<file path="src/rtl/eth_phy_pkg.sv">
`default_nettype none
// ============================================================================
// Module      : eth_phy_pkg
// Description : Shared constants and receive state encoding for the PHY
//               receive deframer: preamble and SFD patterns for MII nibble
//               and GMII byte units, plus the deframer state type.
// Revision    : 1.0 - initial release
// ============================================================================
package eth_phy_pkg;

  localparam logic [3:0] PRE_NIB  = 4'h5;
  localparam logic [3:0] SFD_NIB  = 4'hD;
  localparam logic [7:0] PRE_BYTE = 8'h55;
  localparam logic [7:0] SFD_BYTE = 8'hD5;

  typedef enum logic [1:0] {
    IDLE = 2'd0,
    PRE  = 2'd1,
    DATA = 2'd2,
    DROP = 2'd3
  } rx_state_t;

endpackage : eth_phy_pkg
`default_nettype wire

</file>
<file path="src/rtl/phy_rx_fifo.sv">
`default_nettype none
// ============================================================================
// Module      : phy_rx_fifo
// Description : Synchronous first-word fall-through FIFO. The head entry is
//               visible on o_rd_data whenever o_empty is low; the read data
//               is forced to zero while empty so nothing stale leaks out.
//               A write is accepted when full if a read happens on the same
//               edge.
// Ports       : clk, rst_n          - clock, async active-low reset
//               i_wr_en, i_wr_data  - write request and data
//               i_rd_en             - pop head entry (ignored when empty)
//               o_rd_data           - head entry
//               o_full, o_empty     - occupancy flags
// Revision    : 1.0 - initial release
// ============================================================================
module phy_rx_fifo #(
  parameter int WIDTH = 8,
  parameter int DEPTH = 16
) (
  input  logic             clk,
  input  logic             rst_n,
  input  logic             i_wr_en,
  input  logic [WIDTH-1:0] i_wr_data,
  input  logic             i_rd_en,
  output logic [WIDTH-1:0] o_rd_data,
  output logic             o_full,
  output logic             o_empty
);

  localparam int AW = $clog2(DEPTH);

  logic [WIDTH-1:0] r_mem [DEPTH];
  logic [AW:0]      r_wr_ptr;
  logic [AW:0]      r_rd_ptr;
  logic             w_rd;
  logic             w_wr;

  // Pointers carry one extra wrap bit to tell full from empty.
  assign o_empty = (r_wr_ptr == r_rd_ptr);
  assign o_full  = (r_wr_ptr[AW] != r_rd_ptr[AW]) &&
                   (r_wr_ptr[AW-1:0] == r_rd_ptr[AW-1:0]);

  assign w_rd = i_rd_en && !o_empty;
  assign w_wr = i_wr_en && (!o_full || w_rd);

  always_ff @(posedge clk) begin
    if (w_wr) begin
      r_mem[r_wr_ptr[AW-1:0]] <= i_wr_data;
    end
  end

  always_ff @(posedge clk or negedge rst_n) begin
    if (!rst_n) begin
      r_wr_ptr <= '0;
      r_rd_ptr <= '0;
    end else begin
      if (w_wr) r_wr_ptr <= r_wr_ptr + 1'b1;
      if (w_rd) r_rd_ptr <= r_rd_ptr + 1'b1;
    end
  end

  assign o_rd_data = o_empty ? '0 : r_mem[r_rd_ptr[AW-1:0]];

endmodule : phy_rx_fifo
`default_nettype wire

</file>
<file path="src/rtl/phy_rx_deframer.sv">
`default_nettype none
// ============================================================================
// Module      : phy_rx_deframer
// Description : Receive-side MII/GMII deframer. Registers the PHY pins,
//               strips preamble/SFD, packs payload bytes into BYTES-wide
//               words and delivers them through a FWFT FIFO on a ready/valid
//               stream with sop/eop/keep/err sideband. Keeps saturating
//               ok/err/drop frame counters.
// Ports       : mrx_clk_pad_i, mrx_rst_n_i         - clock, async reset
//               mrxd_pad_i, mrxdv_pad_i, mrxerr_pad_i - PHY receive pins
//               rx_data_o, rx_keep_o, rx_sop_o, rx_eop_o, rx_err_o,
//               rx_valid_o, rx_ready_i            - output word stream
//               stat_ok_o, stat_err_o, stat_drop_o  - frame statistics
// Revision    : 1.0 - initial release
// ============================================================================
module phy_rx_deframer
  import eth_phy_pkg::*;
#(
  parameter int PHY_W = 4,
  parameter int BYTES = 4,
  parameter int DEPTH = 16,
  parameter int CNT_W = 16
) (
  input  logic               mrx_clk_pad_i,
  input  logic               mrx_rst_n_i,
  input  logic [PHY_W-1:0]   mrxd_pad_i,
  input  logic               mrxdv_pad_i,
  input  logic               mrxerr_pad_i,
  output logic [8*BYTES-1:0] rx_data_o,
  output logic [BYTES-1:0]   rx_keep_o,
  output logic               rx_sop_o,
  output logic               rx_eop_o,
  output logic               rx_err_o,
  output logic               rx_valid_o,
  input  logic               rx_ready_i,
  output logic [CNT_W-1:0]   stat_ok_o,
  output logic [CNT_W-1:0]   stat_err_o,
  output logic [CNT_W-1:0]   stat_drop_o
);

  localparam int WW = 8 * BYTES;
  localparam int FW = WW + BYTES + 3;
  localparam int CW = $clog2(BYTES + 1);

  logic [PHY_W-1:0] r_rxd;
  logic             r_dv;
  logic             r_er;

  rx_state_t        r_state, w_state_nxt;
  logic [WW-1:0]    r_acc, w_acc_nxt, w_merge;
  logic [CW-1:0]    r_cnt, w_cnt_nxt;
  logic             r_sop_pend, w_sop_nxt;
  logic             r_err, w_err_nxt;
  logic             r_abort, w_abort_nxt;
  logic [CNT_W-1:0] r_stat_ok, r_stat_err, r_stat_drop;

  logic [7:0]       w_byte;
  logic             w_byte_done, w_is_pre, w_is_sfd, w_dribble;
  logic [BYTES-1:0] w_keep_part;
  logic             w_req, w_push, w_space, w_ovf, w_full, w_empty, w_pop;
  logic [WW-1:0]    w_pdata;
  logic [BYTES-1:0] w_pkeep;
  logic             w_psop, w_peop, w_perr;
  logic             w_inc_ok, w_inc_err, w_inc_drop;
  logic [FW-1:0]    w_rd_data;

  always_ff @(posedge mrx_clk_pad_i or negedge mrx_rst_n_i) begin
    if (!mrx_rst_n_i) begin
      r_rxd <= '0;
      r_dv  <= 1'b0;
      r_er  <= 1'b0;
    end else begin
      r_rxd <= mrxd_pad_i;
      r_dv  <= mrxdv_pad_i;
      r_er  <= mrxerr_pad_i;
    end
  end

  // Unit decode. In MII the first nibble of each byte is parked until its
  // partner arrives; the parking register only runs while in DATA.
  if (PHY_W == 4) begin : g_mii
    logic [3:0] r_nib;
    logic       r_nib_have;

    always_ff @(posedge mrx_clk_pad_i or negedge mrx_rst_n_i) begin
      if (!mrx_rst_n_i) begin
        r_nib      <= '0;
        r_nib_have <= 1'b0;
      end else if (r_state == DATA && r_dv) begin
        r_nib_have <= !r_nib_have;
        if (!r_nib_have) r_nib <= r_rxd;
      end else begin
        r_nib_have <= 1'b0;
      end
    end

    assign w_is_pre    = (r_rxd == PRE_NIB);
    assign w_is_sfd    = (r_rxd == SFD_NIB);
    assign w_byte      = {r_rxd, r_nib};
    assign w_byte_done = r_dv && r_nib_have;
    assign w_dribble   = r_nib_have;
  end else begin : g_gmii
    assign w_is_pre    = (r_rxd == PRE_BYTE);
    assign w_is_sfd    = (r_rxd == SFD_BYTE);
    assign w_byte      = r_rxd;
    assign w_byte_done = r_dv;
    assign w_dribble   = 1'b0;
  end

  always_comb begin
    w_merge     = r_acc;
    w_keep_part = '0;
    for (int k = 0; k < BYTES; k++) begin
      if (CW'(k) == r_cnt) w_merge[8*k +: 8] = w_byte;
      w_keep_part[k] = (CW'(k) < r_cnt);
    end
  end

  assign w_pop   = rx_valid_o && rx_ready_i;
  assign w_space = !w_full || w_pop;
  assign w_push  = w_req && w_space;

  // A full word is held until the next cycle so that, when the frame ends
  // exactly on a word boundary, the word itself carries eop.
  always_comb begin
    w_state_nxt = r_state;
    w_acc_nxt   = r_acc;
    w_cnt_nxt   = r_cnt;
    w_sop_nxt   = r_sop_pend;
    w_err_nxt   = r_err;
    w_abort_nxt = r_abort;
    w_req       = 1'b0;
    w_pdata     = '0;
    w_pkeep     = '0;
    w_psop      = 1'b0;
    w_peop      = 1'b0;
    w_perr      = 1'b0;
    w_ovf       = 1'b0;
    w_inc_ok    = 1'b0;
    w_inc_err   = 1'b0;
    w_inc_drop  = 1'b0;
    unique case (r_state)
      IDLE: begin
        if (r_dv) begin
          if (w_is_pre) begin
            w_state_nxt = PRE;
          end else begin
            w_state_nxt = DROP;
            w_inc_drop  = 1'b1;
          end
        end
      end
      PRE: begin
        if (!r_dv || !(w_is_pre || w_is_sfd)) begin
          w_state_nxt = DROP;
          w_inc_drop  = 1'b1;
        end else if (w_is_sfd) begin
          w_state_nxt = DATA;
          w_acc_nxt   = '0;
          w_cnt_nxt   = '0;
          w_sop_nxt   = 1'b1;
          w_err_nxt   = 1'b0;
        end
      end
      DATA: begin
        if (!r_dv) begin
          // End of frame: flush whatever is held. An empty flush (zero-byte
          // frame or a lone dribble nibble) is always an error.
          w_req   = 1'b1;
          w_pdata = r_acc;
          w_pkeep = w_keep_part;
          w_psop  = r_sop_pend;
          w_peop  = 1'b1;
          w_perr  = r_err || w_dribble || (r_cnt == '0);
          if (w_space) begin
            w_state_nxt = IDLE;
            w_inc_ok    = !w_perr;
            w_inc_err   = w_perr;
          end else begin
            w_ovf = 1'b1;
          end
        end else begin
          if (r_er) w_err_nxt = 1'b1;
          if (r_cnt == CW'(BYTES)) begin
            w_req   = 1'b1;
            w_pdata = r_acc;
            w_pkeep = '1;
            w_psop  = r_sop_pend;
            if (w_space) begin
              w_sop_nxt = 1'b0;
              w_acc_nxt = '0;
              if (w_byte_done) begin
                w_acc_nxt[7:0] = w_byte;
                w_cnt_nxt      = CW'(1);
              end else begin
                w_cnt_nxt = '0;
              end
            end else begin
              w_ovf = 1'b1;
            end
          end else if (w_byte_done) begin
            w_acc_nxt = w_merge;
            w_cnt_nxt = r_cnt + CW'(1);
          end
        end
        // Lost word: a frame with no sop delivered yet is simply dropped;
        // otherwise the consumer is owed a terminating abort word.
        if (w_ovf) begin
          w_state_nxt = DROP;
          if (r_sop_pend) w_inc_drop  = 1'b1;
          else            w_abort_nxt = 1'b1;
        end
      end
      DROP: begin
        if (r_abort && w_space) begin
          w_req       = 1'b1;
          w_peop      = 1'b1;
          w_perr      = 1'b1;
          w_abort_nxt = 1'b0;
          w_inc_err   = 1'b1;
        end
        if (!r_dv && !r_abort) w_state_nxt = IDLE;
      end
      default: w_state_nxt = IDLE;
    endcase
  end

  always_ff @(posedge mrx_clk_pad_i or negedge mrx_rst_n_i) begin
    if (!mrx_rst_n_i) begin
      r_state     <= IDLE;
      r_acc       <= '0;
      r_cnt       <= '0;
      r_sop_pend  <= 1'b0;
      r_err       <= 1'b0;
      r_abort     <= 1'b0;
      r_stat_ok   <= '0;
      r_stat_err  <= '0;
      r_stat_drop <= '0;
    end else begin
      r_state    <= w_state_nxt;
      r_acc      <= w_acc_nxt;
      r_cnt      <= w_cnt_nxt;
      r_sop_pend <= w_sop_nxt;
      r_err      <= w_err_nxt;
      r_abort    <= w_abort_nxt;
      if (w_inc_ok && (r_stat_ok != {CNT_W{1'b1}}))
        r_stat_ok <= r_stat_ok + CNT_W'(1);
      if (w_inc_err && (r_stat_err != {CNT_W{1'b1}}))
        r_stat_err <= r_stat_err + CNT_W'(1);
      if (w_inc_drop && (r_stat_drop != {CNT_W{1'b1}}))
        r_stat_drop <= r_stat_drop + CNT_W'(1);
    end
  end

  phy_rx_fifo #(
    .WIDTH (FW),
    .DEPTH (DEPTH)
  ) u_fifo (
    .clk       (mrx_clk_pad_i),
    .rst_n     (mrx_rst_n_i),
    .i_wr_en   (w_push),
    .i_wr_data ({w_pdata, w_pkeep, w_psop, w_peop, w_perr}),
    .i_rd_en   (rx_ready_i),
    .o_rd_data (w_rd_data),
    .o_full    (w_full),
    .o_empty   (w_empty)
  );

  assign rx_valid_o = !w_empty;
  assign {rx_data_o, rx_keep_o, rx_sop_o, rx_eop_o, rx_err_o} = w_rd_data;
  assign stat_ok_o   = r_stat_ok;
  assign stat_err_o  = r_stat_err;
  assign stat_drop_o = r_stat_drop;

endmodule : phy_rx_deframer
`default_nettype wire

</file>
<file path="config.mk">
export PLATFORM = sky130hd
export DESIGN_NAME = phy_rx_deframer
export DESIGN_NICKNAME = d
export VERILOG_FILES = /design/src/rtl/eth_phy_pkg.sv /design/src/rtl/phy_rx_fifo.sv /design/src/rtl/phy_rx_deframer.sv
export SDC_FILE = /design/constraint.sdc
export NUM_CORES = 1
export LEC_CHECK = 0
export BUFFER_PORTS_ARGS = -buffer_cell sky130_fd_sc_hd__buf_2
export CORE_AREA = 2 2 274 209
export DETAILED_ROUTE_END_ITERATION = 7
export DIE_AREA = 0 0 276 211
export PLACE_DENSITY = 0.69
export REMOVE_ABC_BUFFERS = 1
export SYNTH_ARGS = -nofsm -noshare
export SYNTH_HDL_FRONTEND = slang
export SYNTH_HIERARCHICAL = 1
export SYNTH_SLANG_ARGS = --single-unit
</file>
<file path="constraint.sdc">
create_clock -name mrx_clk_pad_i -period 6 [get_ports mrx_clk_pad_i]
set_input_delay 0.9 -clock mrx_clk_pad_i [delete_from_list [all_inputs] [get_ports mrx_clk_pad_i]]
set_output_delay 0.9 -clock mrx_clk_pad_i [all_outputs]
set_load 0.01 [all_outputs]
</file>
==> results.py <==
metrics = {
    "run_status": {
        "status": "finished with violations",
        "failed_checks": "DRC",
    },
    "logic_synthesis": {
        "synth.most_common_cell": "edfxtp_1",
        "synth_warnings": 6,
        "syn-cell-area_um2": 29100,
        "avgSynthCellArea_um2": 19.5,
        "synthFlopType": "edfxtp_1",
        "synth_area_leader_cell": "edfxtp_1",
        "yosys-top-cells-count": "edfxtp_1 (624), mux4_2 (156), dfrtp_1 (109)",
        "seq_area_frac_synth": 0.737,
        "synth_edf_count": 624,
        "ys_ff_latch": 733,
        "yosysTopAreaCellShare": 0.643,
        "yosys-top-cells-area": "edfxtp_1 (64%), mux4_2 (12%), dfrtp_1 (9.4%)",
        "synth_cells": 1490,
        "ys_types": 59,
        "async_flop_share": 0.149,
    },
    "clock_tree": {
        "post_cts_resized": 0,
        "cts_root_buffer": "clkbuf_16",
        "cts_setup_buffers": 0,
        "clk_pin_slew_ns": 0.06,
        "cts_made_buffers": 70,
        "clk-insertion-delay-late_ns": 0.62,
        "clk_path_buf_depth": 3,
        "cts_sinks": 733,
        "hold_buffers": 0,
        "cts_max_level": 3,
        "cts_tree": "yes",
    },
    "grt": {
        "grt_pass1_vias": 15000,
        "grt-ovfl-total": 0,
        "grt_usage": 0.230,
        "antenna_found_initial": 2,
        "grt_max_degree": 160,
        "grt_pass1_wl_um": 98100,
    },
    "critical_path": {
        "worstSetupPathType": "reg2out",
        "path_max_fanout": 109,
        "cp-start-kind": "flip-flop",
        "critPathCaptureType": "primary output",
        "cp_cell_sequence": "buf_12, mux4_2, a22oi_1, a21oi_1, buf_2",
        "worstPathBufferInverterCount": 2,
        "required_ns": 5.10,
        "cpPeakStageDelay_ns": 0.71,
        "crit_arrival_ns": 3.68,
        "slowest_stage": "buf_12",
        "crit_family": "buffers and inverters",
    },
    "pwr": {
        "p_leak_nw": 11.3,
        "p_clk_frac": 0.286,
        "seqPwrFrac": 0.415,
        "power_density_nw_per_um2": 456,
        "finalPower_mw": 14.9,
        "intPower_mw": 10.2,
        "switchingPower_mw": 4.66,
        "vdd_drop_max_mv": 0.416,
        "p_sw_frac": 0.314,
        "p_comb_frac": 0.299,
    },
    "detailed_routing": {
        "dr.pass1.iters": 7,
        "avgViaCountPerCell": 6.26,
        "finalWirelength_um": 65400,
        "drt.antenna.violating_nets": 0,
        "post_drt_wl_per_cell_um": 27.3,
        "drc": 5,
        "drt_iter0_drc": 1848,
        "vias": 15000,
    },
    "layout": {
        "layout-drive-gt1-share": 0.275,
        "nets": 1637,
        "insertedDiodeCount": 0,
        "fillers": 4034,
        "area_delta_synth_final_pct": 11.9,
        "final_util": 0.589,
        "fin_cells": 2394,
    },
    "timing": {
        "finalCritPeriodShare": 0.764,
        "clock.fmax_ghz": 0.218,
        "fin_skew_ns": 0.0368,
        "worst_pin_slew_ns": 1.40,
        "hold_viol": 0,
        "fin_hold_ws_ns": 0.325,
        "fin_crit_ns": 4.58,
        "setup_violations": 0,
        "final-max-slew-violation-count": 0,
        "rsz0062_at_grt": "false",
        "slew_headroom": 0.0644,
    },
    "placement": {
        "dp_hpwl_um": 37300,
        "io_buffers": 96,
        "place.gp.congestion": 0.886,
        "placedCellCount": 2271,
    },
    "flow_run": {
        "drv_cap": 0,
    },
    "floorplan": {
        "core_area_um2": 55400,
        "floorplan.initialDensity": 0.526,
        "die_h_um": 211,
        "dieArea_um2": 58200,
        "chipWidth_um": 276,
        "placementRows": 75,
        "ios": 97,
    },
    "hold_path": {
        "hold_path.class": "in2async",
    },
}
layer usage:
| layer | track usage | wire length (um) | vias to the layer above |
|---|---|---|---|
| met4 | 0.0620 | 1400 | 0 |
| met3 | 0.0557 | 6040 | 94 |
| met1 | 0.351 | 28900 | 7867 |
| met5 | 0 | 0 | - |
| li1 | - | - | 6276 |
| met2 | 0.335 | 29000 | 738 |
registers in the layout (all words and copies together) (netlist names), 5 cells and up:
register	cells
stat_ok_o	16
stat_drop_o	16
stat_err_o	16
r_acc	32
u_fifo/r_mem	624
u_fifo/r_wr_ptr	5
u_fifo/r_rd_ptr	5
layout make-up:
type,count,area [um^2],area share
multi-input cells,660,7210,0.221
clock buffers,90,1930,0.0592
inverters,23,86.3,0.00265
well taps,731,915,0.0281
repair buffers,124,718,0.0220
clock inverters,33,269,0.00825
flip-flops and latches,733,21500,0.659
worst register-to-register path, stage by stage (launching register included):
cell,delay [ns]
dfrtp_1,0.42
inv_1,0.11
ha_1,0.75
inv_1,0.32
a21o_1,0.41
a21oi_1,0.37
o31a_1,0.50
and3_2,0.97
buf_4,0.39
placed cells by master, fill, tap and decap left out, types with 27 or more instances in the layout:
master     netlist  routed
buf_4            7      27
nor2_1          36      33
edfxtp_1       624     624
a21oi_1         49      48
buf_2           30      95
xnor2_1         33      33
mux4_2         156     156
a22oi_1         78      78
mux2_2          28      28
nand2_1         42      42
and2_1          30      29
dfrtp_1        109     107
clkbuf_16        0      72
final timing paths:
| kind | cells past startpoint | endpoint | from | slack (ns) |
|---|---|---|---|---|
| worst max register to register | 8 | u_fifo/r_mem[13][35] | r_state[0] | 1.43 |
| max in group asynchronous | 2 | r_acc[24] | mrx_rst_n_i | 4.47 |
| min in group mrx_clk_pad_i | 1 | r_rxd[1] | mrxd_pad_i[1] | 0.39 |
| worst min register to register | 1 | r_acc[21] | r_acc[21] | 0.48 |
| worst min-delay path | 1 | stat_drop_o[11] | mrx_rst_n_i | 0.32 |
| worst max-delay path | 5 | rx_data_o[6] | u_fifo/r_rd_ptr[0] | 1.42 |
power by group through the flow:
stage	Combinational (mW)	Clock, mW	Sequential (mW)
global placement	4.42	0	6.25
finish	4.44	4.25	6.16
detailed placement	4.46	0	6.27
global route	4.76	4.54	6.20
CTS	4.49	4.33	6.16
floorplan	3.01	0	6.55
through the flow:
stage          setup TNS, ns  cell area (um^2)  setup slack, ns
2_1_floorplan       -2994.26             28700            -5.39
3_3_place_gp               0             30400             1.62
3_5_place_dp               0             30400             1.42
4_1_cts                    0             32600             1.30
5_1_grt                    0             32600             1.04
6_report                   0             32600             1.42
cells by family (layout without fill, tap and decap cells):
kind of cell / after synthesis / after routing / synth area share
DFF: 733 / 733 / 0.737
buffers and inverters: 97 / 270 / 0.0180
and+or+nand+nor: 224 / 224 / 0.0423
adders and majority gates: 16 / 16 / 0.00687
xor gates and xnor gates: 56 / 56 / 0.0168
AOI/OAI and AO/OA: 165 / 165 / 0.0421
muxes: 199 / 199 / 0.137
No activity file was read; power rests on OpenSTA's default activity.
